===== config.mk =====
export PLATFORM = sky130hd
export DESIGN_NAME = gol_generation_sequencer
export DESIGN_NICKNAME = d
export VERILOG_FILES = /design/src/rtl/gol_generation_sequencer.sv
export SDC_FILE = /design/constraint.sdc
export NUM_CORES = 1
export LEC_CHECK = 0
export CORE_ASPECT_RATIO = 1.1
export CORE_UTILIZATION = 52
export DETAILED_ROUTE_END_ITERATION = 8
export HOLD_SLACK_MARGIN = 0.12
export PLACE_DENSITY = 0.71
export SLEW_MARGIN = 20
export SYNTH_ARGS = -nofsm -noshare
export SYNTH_HDL_FRONTEND = slang
export SYNTH_SLANG_ARGS = --single-unit
export TNS_END_PERCENT = 100

===== constraint.sdc =====
create_clock -name CLK -period 4.3 [get_ports CLK]
set_input_delay 0.86 -clock CLK [delete_from_list [all_inputs] [get_ports CLK]]
set_output_delay 0.86 -clock CLK [all_outputs]
set_load 0.02 [all_outputs]

===== src/rtl/gol_generation_sequencer.sv =====
// Game of Life generation sequencer: scans one cell per cycle through a shared external popcount.
// Define GOL_WRAP_EN for a toroidal board; otherwise off-board neighbours read as dead.
module gol_generation_sequencer #(
   parameter int WIDTH  = 8,
   parameter int HEIGHT = 8
) (
   input  logic                      CLK,
   input  logic                      RST,
   input  logic                      START,
   output logic                      BUSY,
   output logic                      DONE,
   output logic [15:0]               GEN_COUNT,
   input  logic                      LOAD_EN,
   input  logic [$clog2(HEIGHT)-1:0] LOAD_ROW,
   input  logic [WIDTH-1:0]          LOAD_DATA,
   input  logic [$clog2(HEIGHT)-1:0] RD_ROW,
   output logic [WIDTH-1:0]          RD_DATA,
   output logic                      PC_N,
   output logic                      PC_NE,
   output logic                      PC_E,
   output logic                      PC_SE,
   output logic                      PC_S,
   output logic                      PC_SW,
   output logic                      PC_W,
   output logic                      PC_NW,
   input  logic [3:0]                PC_COUNT
);

   localparam int RW = $clog2(HEIGHT);
   localparam int CW = $clog2(WIDTH);

   localparam logic [1:0] S_IDLE   = 2'd0;
   localparam logic [1:0] S_SCAN   = 2'd1;
   localparam logic [1:0] S_COMMIT = 2'd2;

   logic [1:0]                    state;
   logic [RW-1:0]                 row_idx;
   logic [CW-1:0]                 col_idx;
   logic [HEIGHT-1:0][WIDTH-1:0]  cur_board;
   logic [HEIGHT-1:0][WIDTH-1:0]  next_board;
   logic                          scan_active;
   logic                          cur_bit;
   logic                          new_bit;

   function automatic logic cell_at(input int r, input int c);
      int rr;
      int cc;
`ifdef GOL_WRAP_EN
      rr = (r + HEIGHT) % HEIGHT;
      cc = (c + WIDTH) % WIDTH;
      return cur_board[rr[RW-1:0]][cc[CW-1:0]];
`else
      rr = r;
      cc = c;
      if (rr < 0 || rr >= HEIGHT || cc < 0 || cc >= WIDTH)
         return 1'b0;
      return cur_board[rr[RW-1:0]][cc[CW-1:0]];
`endif
   endfunction

   assign BUSY        = (state != S_IDLE);
   assign scan_active = (state == S_SCAN) && !RST;

   // Neighbour taps for the cursor cell; all forced low when not scanning.
   always_comb begin
      PC_N  = 1'b0;
      PC_NE = 1'b0;
      PC_E  = 1'b0;
      PC_SE = 1'b0;
      PC_S  = 1'b0;
      PC_SW = 1'b0;
      PC_W  = 1'b0;
      PC_NW = 1'b0;
      if (scan_active) begin
         PC_N  = cell_at(int'(row_idx) - 1, int'(col_idx));
         PC_NE = cell_at(int'(row_idx) - 1, int'(col_idx) + 1);
         PC_E  = cell_at(int'(row_idx),     int'(col_idx) + 1);
         PC_SE = cell_at(int'(row_idx) + 1, int'(col_idx) + 1);
         PC_S  = cell_at(int'(row_idx) + 1, int'(col_idx));
         PC_SW = cell_at(int'(row_idx) + 1, int'(col_idx) - 1);
         PC_W  = cell_at(int'(row_idx),     int'(col_idx) - 1);
         PC_NW = cell_at(int'(row_idx) - 1, int'(col_idx) - 1);
      end
   end

   assign cur_bit = cur_board[row_idx][col_idx];
   assign new_bit = (PC_COUNT == 4'd3) || (cur_bit && (PC_COUNT == 4'd2));

   always_ff @(posedge CLK) begin
      if (RST) begin
         state      <= S_IDLE;
         row_idx    <= '0;
         col_idx    <= '0;
         cur_board  <= '0;
         next_board <= '0;
         DONE       <= 1'b0;
         GEN_COUNT  <= '0;
         RD_DATA    <= '0;
      end else begin
         DONE    <= 1'b0;
         RD_DATA <= (int'(RD_ROW) < HEIGHT) ? cur_board[RD_ROW] : '0;
         case (state)
            S_IDLE: begin
               if (LOAD_EN && (int'(LOAD_ROW) < HEIGHT))
                  cur_board[LOAD_ROW] <= LOAD_DATA;
               if (START) begin
                  state   <= S_SCAN;
                  row_idx <= '0;
                  col_idx <= '0;
               end
            end
            S_SCAN: begin
               next_board[row_idx][col_idx] <= new_bit;
               if (col_idx == CW'(WIDTH - 1)) begin
                  col_idx <= '0;
                  if (row_idx == RW'(HEIGHT - 1)) begin
                     row_idx <= '0;
                     state   <= S_COMMIT;
                  end else begin
                     row_idx <= row_idx + 1'b1;
                  end
               end else begin
                  col_idx <= col_idx + 1'b1;
               end
            end
            S_COMMIT: begin
               cur_board <= next_board;
               GEN_COUNT <= GEN_COUNT + 16'd1;
               DONE      <= 1'b1;
               state     <= S_IDLE;
            end
            default: state <= S_IDLE;
         endcase
      end
   end

endmodule


==> out/results.txt, run 1 <==
relative slew slack - 0.3124
Syn Nets - 1,070
simple-gate area share of the yosys netlist - 0.1946
most common cell after layout, fill and taps aside - dfxtp_1
Inst Count DP - 1,291
post-synthesis adder-cell area fraction - 0.009112
mean post-synth cell area - 9.233 um^2
crit path kind - reg2out
CTS Buf Count - 17
sequential share of the synthesized area - 0.3353
I/O pin cnt - 56
vias in the first global route - 7,780
PortBufs - 55
antenna cell count - 0
synthesized flop and latch total - 161
RSZ-0062 raised after global routing - false
setup TNS - 0 ns
largest net degree at the start of global routing - 97
switching power - 0.0008302 W
share of Yosys cell area claimed by the top area cell type - 0.3353
Die Footprint - 19,030 um^2
Hold EP - next_board[24]
gr usage total - 0.3051
clk buf depth - 2
largest cells by area after synthesis - dfxtp_1 (34%), mux4_2 (11%), mux2i_1 (10%)
worst r2r src - row_idx[0]
max_cap viols - 0
Slew @ Worst Pin - 1.031 ns
Nets - 1,101
CP startpoint kind - register
Worst Path Required - 3.44 ns
# setup viols final - 0
crit path cell chain - ha_1 -> ha_2 -> buf_12 -> mux4_2 -> mux2_2 -> nor2_1 -> a211oi_1 -> a311oi_1 -> nor4b_2 -> dlygate4sd2_1
hold crit path type - reg2reg
CTS H-tree depth - 4
Slew Limit Fails - 0
Sw Ratio - 0.2447
Max Fclk - 0.2393 GHz
Compound-Gate Fraction of Synth Area - 0.1619
async set-reset flop share out of synthesis - 0
mean routed wirelength per cell - 21.45 um
grt total ovfl - 0
CTS Hold Bufs - 0
Filler cells - 1,547
worst skew pair latency - 0.43 ns
DRT Pass-1 Iters - 8
leading area contributor after synthesis - dfxtp_1
synthesis warning total - 0
Root Driver - clkbuf_16
Die Ht - 144.6 um
worst stage delay on the critical path - 0.50 ns
largest family of logic cells by synthesized area - multiplexers
cell area after layout - 11,040 um^2
Post-Layout Cell Count - 1,322
clock transition at the registers of the reported paths - 0.07 ns
maximum VDD drop - 0.2122 mV
Most used DFF post-synth - dfxtp_1
RePlAce Congestion - 0.9415
worst hold path startpoint - next_board[24]
most frequent cells in the layout - dfxtp_1 (159), nor2_1 (131), nand2_1 (104)
First DRT Iteration DRCs - 838
initial antenna violation count - 0
critical-path maximum fanout - 14
first-pass GRT wire length - 44,290 um
Clock power frac - 0.460
met3 WL - 2004 um
Worst Reg2Reg Path Length in Cells - 8
Syn Std Cell Area - 9612 um^2
Detail Route Antenna Nets - 0
final count of hold timing violations - 0
final worst path period need - 4.179 ns
run status - finished, final reports clean
CTS Sinks - 161
Worst path slowest cell - mux4_2
area share of xor/xnor cells in the synthesized design - 0.01627
Critical Path AT - 3.32 ns
Pint - 0.002563 W
ratio of cells with drive above 1 in the final layout - 0.1651
Layout area overhead - 14.83%
Tcrit/Tclk final - 0.9720
Static Leak - 3.859 nW
R2R setup slack - 1.26 ns
Hold Crit Depth - 2
Worst Skew - 0.01474 ns
Cell Pwr Density - 307.5 nW/um^2
placement-stage cell area - 10,400 um^2
highest metal layer with signal wires - met4
initial core utilization - 0.5380
DR vias - 8,441
mux contribution to synthesized area - 0.2346
Post-CTS Setup Bufs - 0
met2 wire len - 12,450 um
Cell Rows - 51
drt total wl - 28,360 um
Cell variety after synth - 67
Met1 Wirelength - 12,600 um
Comb power frac - 0.090
CP Capture Type - output port
Via density - 6.385
HPWL Detailed - 19,300 um
sequential power share - 0.450
Worst R2R End - next_board[63]
CORE AREA - 17,870 um^2
EDFF count, synth - 0
post-synthesis cell count - 1,041
DRC viols - 0
CTS tree - done
Die X - 131.6 um
[synthesized netlist by cell type, drive strengths merged, types with 3 or more instances]
| cell type | count |
|---|---|
| buf | 35 |
| and3 | 4 |
| nand3b | 49 |
| mux2i | 100 |
| nor2 | 131 |
| clkbuf | 48 |
| and2 | 8 |
| mux4 | 49 |
| o32ai | 3 |
| nand3 | 18 |
| ha | 7 |
| xor2 | 12 |
| inv | 6 |
| nor3 | 17 |
| mux2 | 13 |
| or3 | 3 |
| a21oi | 17 |
| nand2b | 7 |
| nand4 | 4 |
| a22oi | 6 |
| o21ai | 83 |
| nand2 | 104 |
| xnor2 | 5 |
| a221o | 6 |
| a211oi | 67 |
| a221oi | 5 |
| clkinv | 4 |
| nor3b | 3 |
| dfxtp | 161 |
| o41ai | 9 |
| o22ai | 5 |
| nor2b | 23 |
[cells by family (layout without fill, tap and decap cells)]
family,after synthesis,after routing
adder cells (fa/ha/maj),7,7
flip-flops,161,161
AO/OA/AOI/OAI,220,220
AND/OR/NAND/NOR,381,381
XOR/XNOR,17,17
buffers and inverters,93,136
multiplexers,162,162
[worst max path at each step]
stage,to,start,depth (start not counted)
5_1_grt,PC_SE,row_idx[0],10
2_1_floorplan,PC_SE,row_idx[0],11
4_1_cts,PC_E,col_idx[0],9
3_3_place_gp,PC_SE,row_idx[0],10
3_5_place_dp,PC_SE,row_idx[0],10
6_report,PC_SE,row_idx[0],10
[power groups by stage]
stage / Combinational (W) / Clock (W) / Sequential [W]
floorplan: 0.000209 / 0 / 0.00155
global placement: 0.000295 / 0 / 0.00156
detailed placement: 0.000296 / 0 / 0.00156
CTS: 0.000298 / 0.00159 / 0.00153
global route: 0.000321 / 0.00165 / 0.00153
finish: 0.000304 / 0.00156 / 0.00153
[through the flow]
stage	worst slack, ns	utilization	hold slack, ns	total power (W)
3_3_place_gp	0.2183	0.5819	0.4674	0.001854
2_1_floorplan	0.2747	-	0.4575	0.001759
4_1_cts	0.02683	0.6157	0.4893	0.003410
3_5_place_dp	0.2084	0.5819	0.4758	0.001856
6_report	0.1206	0.6177	0.4891	0.003393
5_1_grt	0.003787	0.6177	0.5080	0.003497
[worst max-delay path, delay by kind of cell, from the launching register on]
family | cells | cell delay [ns]
muxes | 2 | 0.83
adders and majority gates | 2 | 0.60
buffers and inverters | 2 | 0.51
AOI/OAI and AO/OA | 2 | 0.39
DFF | 1 | 0.38
and+or+nand+nor | 2 | 0.20
[state kept, by name, indices dropped and copies added (netlist names)]
register and cells:
DONE 1, GEN_COUNT 16, RD_DATA 8, col_idx 3, cur_board 64, next_board 64, row_idx 3, state 2
[layer usage]
metal,vias up,track usage
li1,3918,-
met5,-,0
met2,381,0.4598
met3,68,0.06029
met1,4074,0.4142
met4,0,0.1610
[layout make-up]
type / count / area, um^2 / area share
Timing Repair Buffer: 95 / 888.4 / 0.08049
Tap cell: 238 / 297.8 / 0.02698
Inverter: 10 / 38.79 / 0.003514
Sequential cell: 161 / 3226 / 0.2923
Clock inverter: 11 / 153.9 / 0.01394
Multi-Input combinational cell: 787 / 5986 / 0.5423
Clock buffer: 20 / 446.7 / 0.04047
[what timing repair did]
item | 4_1_cts | 5_1_grt
cloned | 0 | 0
resized for setup | 7 | 9
pin swaps | 0 | 1
setup endpoints to repair | 6 | 5
(Power assumes the default switching activity.)
==> inputs of run 2 (changes only) <==
ABC_AREA = 1   (was not set)
PLACE_DENSITY = 0.74   (was 0.71)
SKIP_LAST_GASP = 1   (was not set)
clock period = 3.7 ns   (was 4.3 ns; I/O delays follow)
==> run 2 against run 1 <==
Global-route usage grew 4.9 points. Non-clock buffer count is the same. Critical path depth grew 3. Critical endpoint is now PC_SW. Highest routed layer unchanged. Clock power grew 6%. Die area shrank 3.7%.
==> out/results.txt, run 2 <==
Hold Crit Depth - 2
Filler cells - 1,646
Tcrit/Tclk final - 0.9824
Syn Nets - 1,461
# setup viols final - 0
mean routed wirelength per cell - 18.38 um
sequential share of the synthesized area - 0.3485
max_cap viols - 0
CP Capture Type - output port
Slew @ Worst Pin - 0.9570 ns
drt total wl - 31,560 um
R2R setup slack - 1.43 ns
final worst path period need - 3.635 ns
Post-CTS Setup Bufs - 0
Die Ht - 141.9 um
CTS Buf Count - 17
Via density - 5.838
leading area contributor after synthesis - dfxtp_1
top post-synthesis cells by count - nand2_1 (443), dfxtp_1 (161), o21ai_0 (155), nor2_1 (145), inv_1 (98)
largest registers - cur_board: 64 flops, next_board: 64 flops, GEN_COUNT: 16 flops
crit path kind - reg2out
first-pass GRT wire length - 48,830 um
Detail Route Antenna Nets - 0
EDFF count, synth - 0
relative slew slack - 0.3613
Critical Path AT - 2.90 ns
worst skew pair latency - 0.44 ns
DR vias - 10,020
worst hold path startpoint - cur_board[2]
synthesized flop and latch total - 161
maximum VDD drop - 0.3292 mV
Most common cell on crit path - nand2_1
DRT Pass-1 Iters - 8
crit path cell chain - inv_1 -> ha_1 -> inv_2 -> buf_4 -> nand2_1 -> nand2_1 -> nand2_1 -> nand3_1 -> nand3_1 -> nand3_1 -> nand2_1 -> nor2_1 -> clkdlybuf4s50_1
clk buf depth - 2
worst r2r src - row_idx[0]
Static Leak - 4.082 nW
Syn Std Cell Area - 9249 um^2
CTS tree - done
Most used DFF post-synth - dfxtp_1
Root Driver - clkbuf_16
post-synthesis cell count - 1,432
Cell Pwr Density - 387.9 nW/um^2
final count of hold timing violations - 0
Worst Path Required - 2.96 ns
Worst R2R End - next_board[22]
hold crit path type - reg2reg
CTS Sinks - 161
RePlAce Congestion - 0.9953
PortBufs - 55
Cell variety after synth - 40
RSZ-0062 raised after global routing - true
Worst Reg2Reg Path Length in Cells - 12
initial antenna violation count - 0
CTS H-tree depth - 4
grt total ovfl - 0
Hold EP - cur_board[2]
First DRT Iteration DRCs - 1,243
Worst Skew - 0.01652 ns
I/O pin cnt - 56
Worst path slowest cell - clkdlybuf4s50_1
clock transition at the registers of the reported paths - 0.08 ns
Layout area overhead - 15.15%
critical-path maximum fanout - 15
Nets - 1,499
Slew Limit Fails - 0
Die Footprint - 18,320 um^2
Max Fclk - 0.2751 GHz
DRC viols - 0
Die X - 129.2 um
most frequent cells in the layout - nand2_1 (443), dfxtp_1 (160), o21ai_0 (155)
initial core utilization - 0.5376
post-layout util - 0.6191
setup TNS - 0 ns
CP delay by family, top - buffers and inverters
Critical path buffers and inverters - 4
ratio of cells with drive above 1 in the final layout - 0.1032
CP startpoint kind - register
worst stage delay on the critical path - 0.60 ns
CORE AREA - 17,200 um^2
synthesis warning total - 0
HPWL Detailed - 22,670 um
share of Yosys cell area claimed by the top area cell type - 0.3485
antenna cell count - 0
async set-reset flop share out of synthesis - 0
gr usage total - 0.3543
largest cells by area after synthesis - dfxtp_1 (35%), nand2_1 (18%), o21ai_0 (8.4%)
vias in the first global route - 8,939
run status - finished, final reports clean
top-count cell post-synth - nand2_1
Cell Rows - 50
mean post-synth cell area - 6.459 um^2
most common cell after layout, fill and taps aside - nand2_1
largest net degree at the start of global routing - 79
-- run 2: how the worst max path moves through the flow --
stage | depth (start not counted) | slack [ns] | endpoint | startpoint
2_1_floorplan | 15 | 0.60 | PC_SW | row_idx[0]
3_3_place_gp | 12 | 0.48 | PC_W | row_idx[2]
3_5_place_dp | 12 | 0.48 | PC_E | row_idx[2]
4_1_cts | 12 | -0.01 | PC_E | row_idx[2]
5_1_grt | 11 | -0.13 | PC_N | row_idx[1]
6_report | 13 | 0.06 | PC_SW | row_idx[1]
-- run 2: tightest hold or removal path, cell delays in order (launching register included) --
cell and delay (ns):
dfxtp_1 0.31, nand2_1 0.06, a21oi_1 0.05
-- run 2: per-layer routing --
metal	vias to the layer above	global-route usage	wire, um
li1	4831	-	-
met1	4630	0.4672	13330
met2	476	0.5450	14150
met3	86	0.07089	2625
met4	0	0.1839	1461
met5	-	0	0
-- run 2: layout make-up --
| cell class | count | area [um^2] | share of cell area |
|---|---|---|---|
| timing repair buffer | 95 | 915.9 | 0.08600 |
| inverter | 104 | 390.4 | 0.03665 |
| tap | 234 | 292.8 | 0.02749 |
| sequential | 161 | 3224 | 0.3027 |
| multi-input combinational | 1091 | 5280 | 0.4958 |
| clock buffer | 20 | 446.7 | 0.04194 |
| clock inverter | 12 | 100.1 | 0.009399 |
-- run 2: kinds of logic after synthesis --
| logic type | share of synthesized area |
|---|---|
| compound gates | 0.2541 |
| buf+inv | 0.08117 |
| fa+ha+maj | 0.009469 |
| flops | 0.3485 |
| xor+xnor | 0.004735 |
| simple gates | 0.3021 |
-- run 2: per-stage QoR --
| stage | setup WS, ns | total power (W) | instances | hold slack [ns] | area, um^2 |
|---|---|---|---|---|---|
| 6_report | 0.06496 | 0.004131 | 1717 | 0.4700 | 10650 |
| 5_1_grt | -0.1261 | 0.004271 | 1717 | 0.4999 | 10650 |
| 4_1_cts | -0.01253 | 0.004117 | 1717 | 0.4703 | 10630 |
| 3_5_place_dp | 0.4751 | 0.002485 | 1685 | 0.4605 | 10080 |
| 3_3_place_gp | 0.4837 | 0.002483 | 1685 | 0.4569 | 10080 |
| 2_1_floorplan | 0.5967 | 0.002263 | 1432 | 0.4453 | 9249 |
-- run 2: power by group --
group | switching [W] | leakage [nW] | internal (W)
Sequential | 0.0000216 | 1.30 | 0.00176
Combinational | 0.000469 | 2.52 | 0.000218
Clock | 0.000773 | 0.260 | 0.000891
Total | 0.00126 | 4.08 | 0.00287
-- run 2: repair_timing --
action,4_1_cts,5_1_grt
pin swaps,0,0
endpoints found under the setup margin,3,8
gates resized for setup,1,10
hold buffers,0,0
